**src/rtl/spi_phy_pkg.sv**
```systemverilog
// rtl/spi_phy_pkg.sv - shared types and constants for the SPI transmit PHY
// Purpose: SPI mode and FSM state enums, synchroniser depth and the
//          default idle word used when the transmit FIFO runs dry.
// Ports:   none (package).
package spi_phy_pkg;

  typedef enum logic [1:0] {
    MODE0 = 2'd0,  // CPOL=0 CPHA=0
    MODE1 = 2'd1,  // CPOL=0 CPHA=1
    MODE2 = 2'd2,  // CPOL=1 CPHA=0
    MODE3 = 2'd3   // CPOL=1 CPHA=1
  } spi_mode_e;

  typedef enum logic {
    IDLE  = 1'b0,
    SHIFT = 1'b1
  } spi_state_e;

  localparam int SYNC_STAGES = 2;

  // All-ones word of data_w bits, built bitwise so data_w=32 needs no
  // out-of-range shift.
  function automatic logic [31:0] default_idle_word(input int data_w);
    logic [31:0] w;
    w = '0;
    for (int i = 0; i < 32; i++) begin
      if (i < data_w) w[i] = 1'b1;
    end
    return w;
  endfunction

endpackage

```
**src/rtl/spi_tx_fifo.sv**
```systemverilog
// rtl/spi_tx_fifo.sv - synchronous word FIFO feeding the SPI transmit shifter
// Purpose: DEPTH-entry (power of two) FIFO with a valid/ready write side,
//          a read-enable pop side showing the head word, and a level output.
// Ports:   i_clock, i_rst      clock, synchronous active-high reset
//          i_wr_data/valid     write word and its valid
//          o_wr_ready          not full (from registered level)
//          i_rd_en             pop request (ignored when empty)
//          o_rd_data           head word
//          o_empty, o_level    empty flag, words held
module spi_tx_fifo #(
  parameter int DATA_W = 8,
  parameter int DEPTH  = 4
) (
  input  logic                     i_clock,
  input  logic                     i_rst,
  input  logic [DATA_W-1:0]        i_wr_data,
  input  logic                     i_wr_valid,
  output logic                     o_wr_ready,
  input  logic                     i_rd_en,
  output logic [DATA_W-1:0]        o_rd_data,
  output logic                     o_empty,
  output logic [$clog2(DEPTH):0]   o_level
);

  localparam int AW = $clog2(DEPTH);
  localparam int LW = AW + 1;

  logic [DATA_W-1:0] r_mem [DEPTH];
  logic [AW-1:0]     r_wr_ptr;
  logic [AW-1:0]     r_rd_ptr;
  logic [LW-1:0]     r_level;
  logic              w_full;
  logic              w_push;
  logic              w_pop;

  assign w_full     = (r_level == LW'(DEPTH));
  assign o_empty    = (r_level == '0);
  assign o_wr_ready = ~w_full;
  assign o_level    = r_level;
  assign o_rd_data  = r_mem[r_rd_ptr];
  assign w_push     = i_wr_valid & ~w_full;
  assign w_pop      = i_rd_en & ~o_empty;

  // Pointers are exactly AW bits wide, so DEPTH being a power of two makes
  // the natural binary wrap the ring wrap.
  always_ff @(posedge i_clock) begin
    if (i_rst) begin
      r_wr_ptr <= '0;
      r_rd_ptr <= '0;
      r_level  <= '0;
    end else begin
      if (w_push) r_wr_ptr <= r_wr_ptr + AW'(1);
      if (w_pop)  r_rd_ptr <= r_rd_ptr + AW'(1);
      case ({w_push, w_pop})
        2'b10:   r_level <= r_level + LW'(1);
        2'b01:   r_level <= r_level - LW'(1);
        default: r_level <= r_level;
      endcase
    end
  end

  always_ff @(posedge i_clock) begin
    if (w_push) r_mem[r_wr_ptr] <= i_wr_data;
  end

endmodule

```
**src/rtl/spi_tx_word_phy.sv**
```systemverilog
// rtl/spi_tx_word_phy.sv - SPI slave transmit PHY, MSB-first words on miso
// Purpose: oversamples sck/cs_n, runs the IDLE/SHIFT machine and shifts
//          FIFO words out on miso in any CPOL/CPHA mode.
//          Optional macro SPI_TX_EDGE_CNT_EN adds trigger_cnt[23:0].
// Ports:   clock, rst          system clock, synchronous active-high reset
//          sck, cs_n           asynchronous SPI pins
//          miso, miso_oe       registered serial data, output enable
//          tx_data/valid/ready host word push handshake
//          fifo_level          words buffered
//          word_done, underrun single-cycle status pulses
//          idle                synchronised cs_n
//          trigger_cnt         shift-edge count (SPI_TX_EDGE_CNT_EN only)
module spi_tx_word_phy
  import spi_phy_pkg::*;
#(
  parameter int              DATA_W    = 8,
  parameter int              DEPTH     = 4,
  parameter int              CPOL      = 0,
  parameter int              CPHA      = 0,
  parameter logic [DATA_W-1:0] IDLE_WORD = DATA_W'(default_idle_word(DATA_W))
) (
  input  logic                   clock,
  input  logic                   rst,
  input  logic                   sck,
  input  logic                   cs_n,
  output logic                   miso,
  output logic                   miso_oe,
  input  logic [DATA_W-1:0]      tx_data,
  input  logic                   tx_valid,
  output logic                   tx_ready,
  output logic [$clog2(DEPTH):0] fifo_level,
  output logic                   word_done,
  output logic                   underrun,
  output logic                   idle
`ifdef SPI_TX_EDGE_CNT_EN
  ,
  output logic [23:0]            trigger_cnt
`endif
);

  localparam int          CNT_W    = $clog2(DATA_W);
  localparam logic [CNT_W-1:0] LAST_BIT = CNT_W'(DATA_W - 1);
  localparam spi_mode_e   MODE     = spi_mode_e'({(CPOL != 0), (CPHA != 0)});
  localparam logic        CPOL_BIT = (MODE == MODE2) || (MODE == MODE3);
  localparam logic        CPHA_BIT = (MODE == MODE1) || (MODE == MODE3);

  logic [SYNC_STAGES-1:0] r_sck_sync;
  logic [SYNC_STAGES-1:0] r_cs_sync;
  logic                   r_sck_d;
  logic                   r_cs_d;

  spi_state_e        r_state, w_state_nxt;
  logic [DATA_W-1:0] r_shift, w_shift_nxt;
  logic [CNT_W-1:0]  r_bit_cnt, w_cnt_nxt;
  logic              r_first, w_first_nxt;
  logic              r_word_done, w_word_done;
  logic              r_underrun;
  logic              w_load, w_pop, w_underrun;

  logic              w_sck_s, w_cs_s;
  logic              w_rise, w_fall, w_lead, w_trail, w_shift_edge;
  logic              w_cs_fall, w_cs_rise;
  logic [DATA_W-1:0] w_fifo_data;
  logic              w_fifo_empty;

  spi_tx_fifo #(
    .DATA_W (DATA_W),
    .DEPTH  (DEPTH)
  ) u_fifo (
    .i_clock    (clock),
    .i_rst      (rst),
    .i_wr_data  (tx_data),
    .i_wr_valid (tx_valid),
    .o_wr_ready (tx_ready),
    .i_rd_en    (w_pop),
    .o_rd_data  (w_fifo_data),
    .o_empty    (w_fifo_empty),
    .o_level    (fifo_level)
  );

  // sck resets to its idle level so leaving reset never fakes an edge.
  always_ff @(posedge clock) begin
    if (rst) begin
      r_sck_sync <= {SYNC_STAGES{CPOL_BIT}};
      r_sck_d    <= CPOL_BIT;
      r_cs_sync  <= '1;
      r_cs_d     <= 1'b1;
    end else begin
      r_sck_sync <= {r_sck_sync[SYNC_STAGES-2:0], sck};
      r_sck_d    <= r_sck_sync[SYNC_STAGES-1];
      r_cs_sync  <= {r_cs_sync[SYNC_STAGES-2:0], cs_n};
      r_cs_d     <= r_cs_sync[SYNC_STAGES-1];
    end
  end

  assign w_sck_s      = r_sck_sync[SYNC_STAGES-1];
  assign w_cs_s       = r_cs_sync[SYNC_STAGES-1];
  assign w_rise       = w_sck_s & ~r_sck_d;
  assign w_fall       = ~w_sck_s & r_sck_d;
  assign w_lead       = CPOL_BIT ? w_fall : w_rise;
  assign w_trail      = CPOL_BIT ? w_rise : w_fall;
  assign w_shift_edge = CPHA_BIT ? w_lead : w_trail;
  assign w_cs_fall    = ~w_cs_s & r_cs_d;
  assign w_cs_rise    = w_cs_s & ~r_cs_d;

  always_ff @(posedge clock) begin
    if (rst) begin
      r_state     <= IDLE;
      r_shift     <= '0;
      r_bit_cnt   <= '0;
      r_first     <= 1'b0;
      r_word_done <= 1'b0;
      r_underrun  <= 1'b0;
    end else begin
      r_state     <= w_state_nxt;
      r_shift     <= w_shift_nxt;
      r_bit_cnt   <= w_cnt_nxt;
      r_first     <= w_first_nxt;
      r_word_done <= w_word_done;
      r_underrun  <= w_underrun;
    end
  end

  always_comb begin
    w_state_nxt = r_state;
    w_shift_nxt = r_shift;
    w_cnt_nxt   = r_bit_cnt;
    w_first_nxt = r_first;
    w_load      = 1'b0;
    w_word_done = 1'b0;
    case (r_state)
      IDLE: begin
        if (w_cs_fall) begin
          w_load      = 1'b1;
          w_cnt_nxt   = '0;
          w_first_nxt = 1'b1;
          w_state_nxt = SHIFT;
        end
      end
      SHIFT: begin
        if (w_cs_rise) begin
          // Deselect abandons the partial word silently.
          w_state_nxt = IDLE;
          w_cnt_nxt   = '0;
        end else if (!CPHA_BIT) begin
          if (w_trail) begin
            if (r_bit_cnt == LAST_BIT) begin
              w_word_done = 1'b1;
              w_load      = 1'b1;
              w_cnt_nxt   = '0;
            end else begin
              w_shift_nxt = {r_shift[DATA_W-2:0], 1'b0};
              w_cnt_nxt   = r_bit_cnt + CNT_W'(1);
            end
          end
        end else begin
          if (w_lead) begin
            if (r_bit_cnt == '0) begin
              // First leading edge only consumes the MSB already on miso;
              // later ones present the MSB of a freshly loaded word.
              if (!r_first) w_load = 1'b1;
              w_first_nxt = 1'b0;
              w_cnt_nxt   = CNT_W'(1);
            end else begin
              w_shift_nxt = {r_shift[DATA_W-2:0], 1'b0};
              w_cnt_nxt   = (r_bit_cnt == LAST_BIT) ? '0 : r_bit_cnt + CNT_W'(1);
            end
          end
          // bit_cnt back at 0 outside the first bit means bit 0 is showing.
          if (w_trail && (r_bit_cnt == '0) && !r_first) w_word_done = 1'b1;
        end
      end
      default: w_state_nxt = IDLE;
    endcase
    if (w_load) w_shift_nxt = w_fifo_empty ? IDLE_WORD : w_fifo_data;
  end

  // Loads look only at the registered empty flag, so a same-cycle push is
  // never forwarded into the shifter.
  assign w_pop      = w_load & ~w_fifo_empty;
  assign w_underrun = w_load & w_fifo_empty;

  assign miso      = r_shift[DATA_W-1];
  assign miso_oe   = ~w_cs_s;
  assign idle      = w_cs_s;
  assign word_done = r_word_done;
  assign underrun  = r_underrun;

`ifdef SPI_TX_EDGE_CNT_EN
  logic [23:0] r_trig_cnt;

  always_ff @(posedge clock) begin
    if (rst || w_cs_s) begin
      r_trig_cnt <= '0;
    end else if (w_shift_edge) begin
      r_trig_cnt <= r_trig_cnt + 24'd1;
    end
  end

  assign trigger_cnt = r_trig_cnt;
`endif

endmodule

```
**config.mk**
```make
export PLATFORM = sky130hd
export DESIGN_NAME = spi_tx_word_phy
export DESIGN_NICKNAME = d
export VERILOG_FILES = /design/src/rtl/spi_phy_pkg.sv /design/src/rtl/spi_tx_fifo.sv /design/src/rtl/spi_tx_word_phy.sv
export SDC_FILE = /design/constraint.sdc
export NUM_CORES = 1
export LEC_CHECK = 0
export CAP_MARGIN = 40
export CORE_ASPECT_RATIO = 0.5
export CORE_MARGIN = 3
export CORE_UTILIZATION = 51
export CTS_CLUSTER_DIAMETER = 30
export DETAILED_ROUTE_END_ITERATION = 16
export PLACE_DENSITY = 0.79
export SYNTH_ARGS = -nofsm -noshare
export SYNTH_HDL_FRONTEND = slang
export SYNTH_SLANG_ARGS = --single-unit
```
**constraint.sdc**
```tcl
create_clock -name clock -period 2.6 [get_ports clock]
set_clock_uncertainty 0.2 [all_clocks]
set_input_delay 0.78 -clock clock [delete_from_list [all_inputs] [get_ports clock]]
set_output_delay 0.78 -clock clock [all_outputs]
set_load 0.1 [all_outputs]
```
Word-level counts from Yosys, hierarchy flattened

Memories as Yosys holds them, arrays and structs flattened. A register that Yosys moved wholly into a read port is not among the register bits.
Index checks and enable logic that the tools add are counted.

Add/subtract/negate cells: 5
$mul: 0
Div/mod/pow operators: 0
$lt $le $gt $ge: 0
Equal/unequal tests: 8
Shift operators: 0
Multiplexer cells: 23
Bitwise gates (word level): 13
Reductions and logical operators: 7

Operators with widths:

| kind                                                                     | count |
|---|---|
| 8-bit two-way mux                                                        | 6 |
| 3-bit two-way mux                                                        | 4 |
| 3-bit one-hot mux with 2 select lines                                    | 2 |
| 1-bit AND                                                                | 7 |
| 1-bit two-way mux                                                        | 7 |
| 3-bit by 1-bit adder with 3-bit output (second input constant)           | 2 |
| 3-bit equality test (second input constant)                              | 2 |
| 2-bit inequality test (second input constant)                            | 3 |
| 1-bit NOT                                                                | 6 |
| 2-bit nonzero test                                                       | 3 |
| 2-bit by 1-bit adder with 2-bit output (second input constant)           | 2 |
| 2-bit two-way mux                                                        | 2 |
| 1-bit one-hot mux with 2 select lines                                    | 2 |
| 4-bit AND reduction                                                      | 1 |
| 3-bit zero test                                                          | 1 |
| 3-bit by 1-bit inequality test with 1-bit output (second input constant) | 1 |
| 3-bit by 1-bit subtractor with 3-bit output (second input constant)      | 1 |
| 2-bit by 1-bit equality test with 1-bit output (second input constant)   | 1 |
| 2-bit equality test (second input constant)                              | 1 |
| 2-bit AND reduction                                                      | 1 |
| 2-bit OR reduction                                                       | 1 |

Flip-flop bits (word level): 27
Bits in latches: 0
RAM bits: 32
ROM bits: 0
Input bits: 13
Output and inout bits: 9
Word-level logic and storage cells: 69
Memories: 1

Memories:

| memory       | depth | bits a word | read ports | clocked after memory_dff | wr ports | RTL line          | RTL |
|---|---|---|---|---|---|---|---|
| u_fifo.r_mem | 4     | 8           | 1          | 1                        | 1        | spi_tx_fifo.sv:28 | `logic [DATA_W-1:0] r_mem [DEPTH];` |

Logic depth before layout (Yosys ltp)

Depth in word-level cells: 9
Depth in mapped cells: 10
Depth with buffers taken out: 9

Modules after synthesis

From an unflattened synthesis, not the netlist that was laid out.

Cells, all modules: 189
Area total of the unflattened synthesis: 2588.7 µm²

By module, submodules not included:

| module          | times used | cells an instance | area an instance (µm²) | seq. area each (µm²) |
|---|---|---|---|---|
| spi_tx_fifo     | 1          | 96                | 1626.6                 | 1141.1 |
| spi_tx_word_phy | 1          | 93                | 962.2                  | 400.4 |

Worst setup path before layout

Ideal clock, no wire load.

Path type: register to register
Start: register u_fifo.r_level[0], in the netlist u_fifo.o_level[0]
End: register u_fifo.r_level[2], in the netlist u_fifo.o_level[2]
Setup time: 0.071 ns
Arrival: 3.369 ns
Required time: 2.329 ns
Path slack: -1.040 ns
Cell stages (with the launch flop): 9
Buffers on the path: 0
Clock period less this slack: 3.640 ns
Path through: dfxtp_1 -> or3b_1 -> and2_1 -> inv_2 -> ha_1 -> fa_1 -> xnor2_1 -> or3_1 -> a21oi_1

Elaborated cells on any way between the ends: 13
Classes of those cells: add/sub: 2; eq/ne: 3; mux: 1; bitwise: 5; reduce/logical: 2

RTL lines:

| element                                                                               | RTL line              | RTL |
|---|---|---|
| start, declared                                                                       | spi_tx_fifo.sv:31     | `logic [LW-1:0] r_level;` |
| start signal, assigned                                                                | spi_tx_fifo.sv:55     | `2'b10: r_level <= r_level + LW'(1);` |
| start signal, assigned                                                                | spi_tx_fifo.sv:56     | `2'b01: r_level <= r_level - LW'(1);` |
| start signal, assigned                                                                | spi_tx_fifo.sv:57     | `default: r_level <= r_level;` |
| 3-bit equality test (*)                                                               | spi_tx_fifo.sv:36     | `assign w_full = (r_level == LW'(DEPTH));` |
| 1-bit NOT (*)                                                                         | -                     |  |
| via tx_ready                                                                          | spi_tx_word_phy.sv:30 | `output logic tx_ready,` |
| 1-bit AND (*)                                                                         | spi_tx_fifo.sv:41     | `assign w_push = i_wr_valid & ~w_full;` |
| 2-bit by 1-bit equality test with 1-bit output or 2-bit equality test (tied branches) | spi_tx_fifo.sv:54     | `case ({w_push, w_pop})` |
| 3-bit one-hot mux with 2 select lines or 2-bit nonzero test (tied branches)           | -                     |  |

The timed path passes the listed nets; every way through them passes the cells marked *.
A chain may end at the register's enable or synchronous reset.

Worst setup path in the final report

Start: input port tx_valid
End: register u_fifo.r_level[2], in the netlist u_fifo.o_level[2]

Longest elaborated chain between the ends: 3
Elaborated cells on any way between the ends: 5
Classes of those cells: eq/ne: 2; mux: 1; bitwise: 1; reduce/logical: 1

RTL lines:

| element                                                                               | RTL line              | RTL |
|---|---|---|
| start, declared                                                                       | spi_tx_word_phy.sv:29 | `input logic tx_valid,` |
| 1-bit AND (*)                                                                         | spi_tx_fifo.sv:41     |  |
| 2-bit by 1-bit equality test with 1-bit output or 2-bit equality test (tied branches) | spi_tx_fifo.sv:54     |  |
| 3-bit one-hot mux with 2 select lines or 2-bit nonzero test (tied branches)           | -                     |  |

Mark *: on every way between the ends. The rest lies on a longest branch, timed or not.

==> impl_metrics.ini <==
[power_and_ir_drop]
peakVddDrop_mv = 0.4067
p_leak_uw = 0.001072
powerDensity_nw_per_um2 = 726.9

[synthesis]
synth.largest_area_cell = edfxtp_1
ys_types = 39
synth-edff-count = 32
ys_seq_area_share_pct = 62.76
synth_top_area_share_pct = 39.12
async_reset_ff_share_pct = 0
syn_area_um2 = 2456
syn-num-nets = 205
synth_area_per_cell_um2 = 13.35
ys_top_cells_by_area = edfxtp_1 (39%), dfxtp_1 (24%), mux4_2 (7.3%)
synth_ff_type = edfxtp_1
yosysWarnings = 0
ys_seq_elements = 61
syn_inst = 184

[cts]
cts_tree = built
cts-htree-levels = 3
clkLatencyLatePin_ns = 0.32
cts_sinks = 61
cts_buffer_depth = 2
cts_buffers = 9
post_cts_buffers = 0
cts_root_buffer = clkbuf_8
cts.clk_slew.worst_paths_ns = 0.06

[final_layout]
regArea_um2 = 1556
layout-drive-gt1-share_pct = 26.79
synthToLayoutAreaGrowth_pct = 22.82
layout_common_cells = edfxtp_1 (32), dfxtp_1 (25), buf_4 (20), a21oi_1 (17)
multi_input_area_um2 = 858.3
final_core_util_pct = 66.90
diodes = 0
mostFrequentLayoutCell = edfxtp_1
finalNetCount = 240
fillCellCount = 336

[min_path]
min_from = r_cs_sync[0]
worst_hold_path.num_cells = 1
holdPathEnd = r_cs_sync[1]
hold_path.class = reg -> reg

[setup_path]
crit_path_top_delay_cell = clkdlybuf4s50_1
cp-end-kind = register
required_ns = 2.64
cp_cell_sequence = clkdlybuf4s50_1 > and2_4 > inv_2 > ha_2 > fa_2 > xnor2_1 > or3_1 > a21oi_1
worstRegToRegCells = 9
critical_path_arrival_ns = 2.56
r2r_slack_ns = 0.13
path_class = in -> reg
crit_path_max_incr_delay_ns = 0.48
worst-path-max-fanout = 2
regToRegStartpoint = r_bit_cnt[0]
reg2reg_to = u_fifo.o_level[2]
setup.worst_path.start_class = input pin

[routing]
vias = 1521
antenna_left = 0
drc = 0
drt-vias-per-instance = 5.245
drt-initial-drc-count = 57
wl_per_cell_um = 14.65
wirelength_um = 4248
dr.pass1.iters = 4

[sta]
fin_crit_sh_pct = 97.06
hold_viol_final = 0
max_freq_ghz = 0.3963
post-route-min-period_ns = 2.524
relSlewSlack_pct = 64.19
setup_viol = 0
setup_tns_ns = 0
maxSlewViolCount = 0
rsz0062_at_grt = false
tightestPinTransition_ns = 0.5364

[die]
die_h_um = 55.07
rows = 17
core_region_area_um2 = 4509
ios = 22
design.die.area_um2 = 5735
die_w_um = 104.1
start_util_pct = 54.47

[global_routing]
grt_util_all_layers_pct = 16.36
overflow = 0
antenna_found_initial = 0
grt_pass1_vias = 1390
grt_max_degree = 24
grt_first_pass_wirelength_um = 6789

[run]
max_cap_viol_count = 0

[status]
status = finished clean

[place]
gp_congestion = 0.6946
hpwl_um = 2936
io_buffers = 21
-- critical path, delay by kind of cell --
family	cells	cell delay [ns]
simple gates	2	0.45
buf+inv	2	0.52
fa+ha+maj	2	0.52
xor+xnor	1	0.14
compound gates	1	0.15
-- cells by family after synthesis --
kind of cell / count (synthesis) / synth area share (%)
adder cells (fa/ha/maj): 8 / 4.381
AND/OR/NAND/NOR: 55 / 12.53
multiplexers: 9 / 7.743
buffers and inverters: 15 / 2.700
AO/OA/AOI/OAI: 33 / 8.813
XOR/XNOR: 3 / 1.070
flip-flops: 61 / 62.76
-- repair_timing --
| item | in CTS | in global routing |
|---|---|---|
| gates resized for setup | 0 | 1 |
| hold buffers | 0 | 0 |
| endpoints found under the setup margin | 0 | 1 |
-- per-stage QoR --
| stage | total power (µW) | setup slack, ns | cells | area [µm²] | hold slack (ns) |
|---|---|---|---|---|---|
| after CTS | 2212 | 0.04990 | 290 | 3014 | 0.2194 |
| after global routing | 2294 | 0.03232 | 290 | 3017 | 0.2386 |
| final | 2193 | 0.07649 | 290 | 3017 | 0.2152 |
| after global placement | 1350 | -0.1852 | 274 | 2808 | 0.1925 |
| after floorplan | 1274 | 0.005991 | 184 | 2485 | 0.1890 |
| after detailed placement | 1361 | -0.2596 | 274 | 2808 | 0.2021 |
-- worst max path at each step --
stage / start / to / slack [ns] / cells after the start
5_1_grt: tx_valid / u_fifo.o_level[2] / 0.03 / 8
6_report: tx_valid / u_fifo.o_level[2] / 0.08 / 8
2_1_floorplan: u_fifo.o_level[0] / u_fifo.o_level[2] / 0.006 / 8
3_3_place_gp: tx_valid / u_fifo.o_level[2] / -0.19 / 8
3_5_place_dp: tx_valid / u_fifo.o_level[2] / -0.26 / 8
4_1_cts: tx_valid / u_fifo.o_level[2] / 0.05 / 8
-- power breakdown --
part	leakage, µW	switching, µW	total [µW]	internal (µW)
Clock	0.000104	330	853	523
Sequential	0.000532	26.9	1090	1060
Combinational	0.000436	154	253	99.0
Total	0.00107	510	2190	1680
-- Yosys cell counts, types with 3 or more instances --
library cell / count
or2_2: 3
nand3_1: 5
inv_1: 5
a21oi_1: 17
nor3_1: 8
nand4_1: 3
and3_1: 4
mux4_2: 8
edfxtp_1: 32
nand2_1: 11
ha_1: 7
buf_2: 5
nor2_1: 5
o21ai_1: 9
nor2b_1: 5
dfxtp_1: 29
-- registers in the layout (all words and copies together) (netlist names), named ones only --
name,flops
r_cs_d,1
u_fifo.o_level,3
word_done,1
u_fifo.r_rd_ptr,2
r_bit_cnt,3
u_fifo.r_wr_ptr,2
r_state,1
r_shift,8
r_sck_sync,2
r_cs_sync,2
u_fifo.r_mem,32
underrun,1
r_sck_d,1
-- layer usage --
metal  up-vias  routed length, µm  GRT usage [%]  share of wire [%]
li1        754                  -              -                  -
met1       740               1932          19.54                 45
met2        23               2125          27.63                 50
met3         4                148          6.141                3.5
met4         0                 41          7.285               0.97
met5         -                  0              0                  0
-- final cells by class --
class / count / area share, %
sequential: 61 / 51.60
multi-input combinational: 108 / 28.45
timing repair buffer: 33 / 9.623
clock buffer: 15 / 5.848
tap: 66 / 2.737
clock inverter: 1 / 0.9954
inverter: 6 / 0.7466
Power figures use the tool's default switching activity.
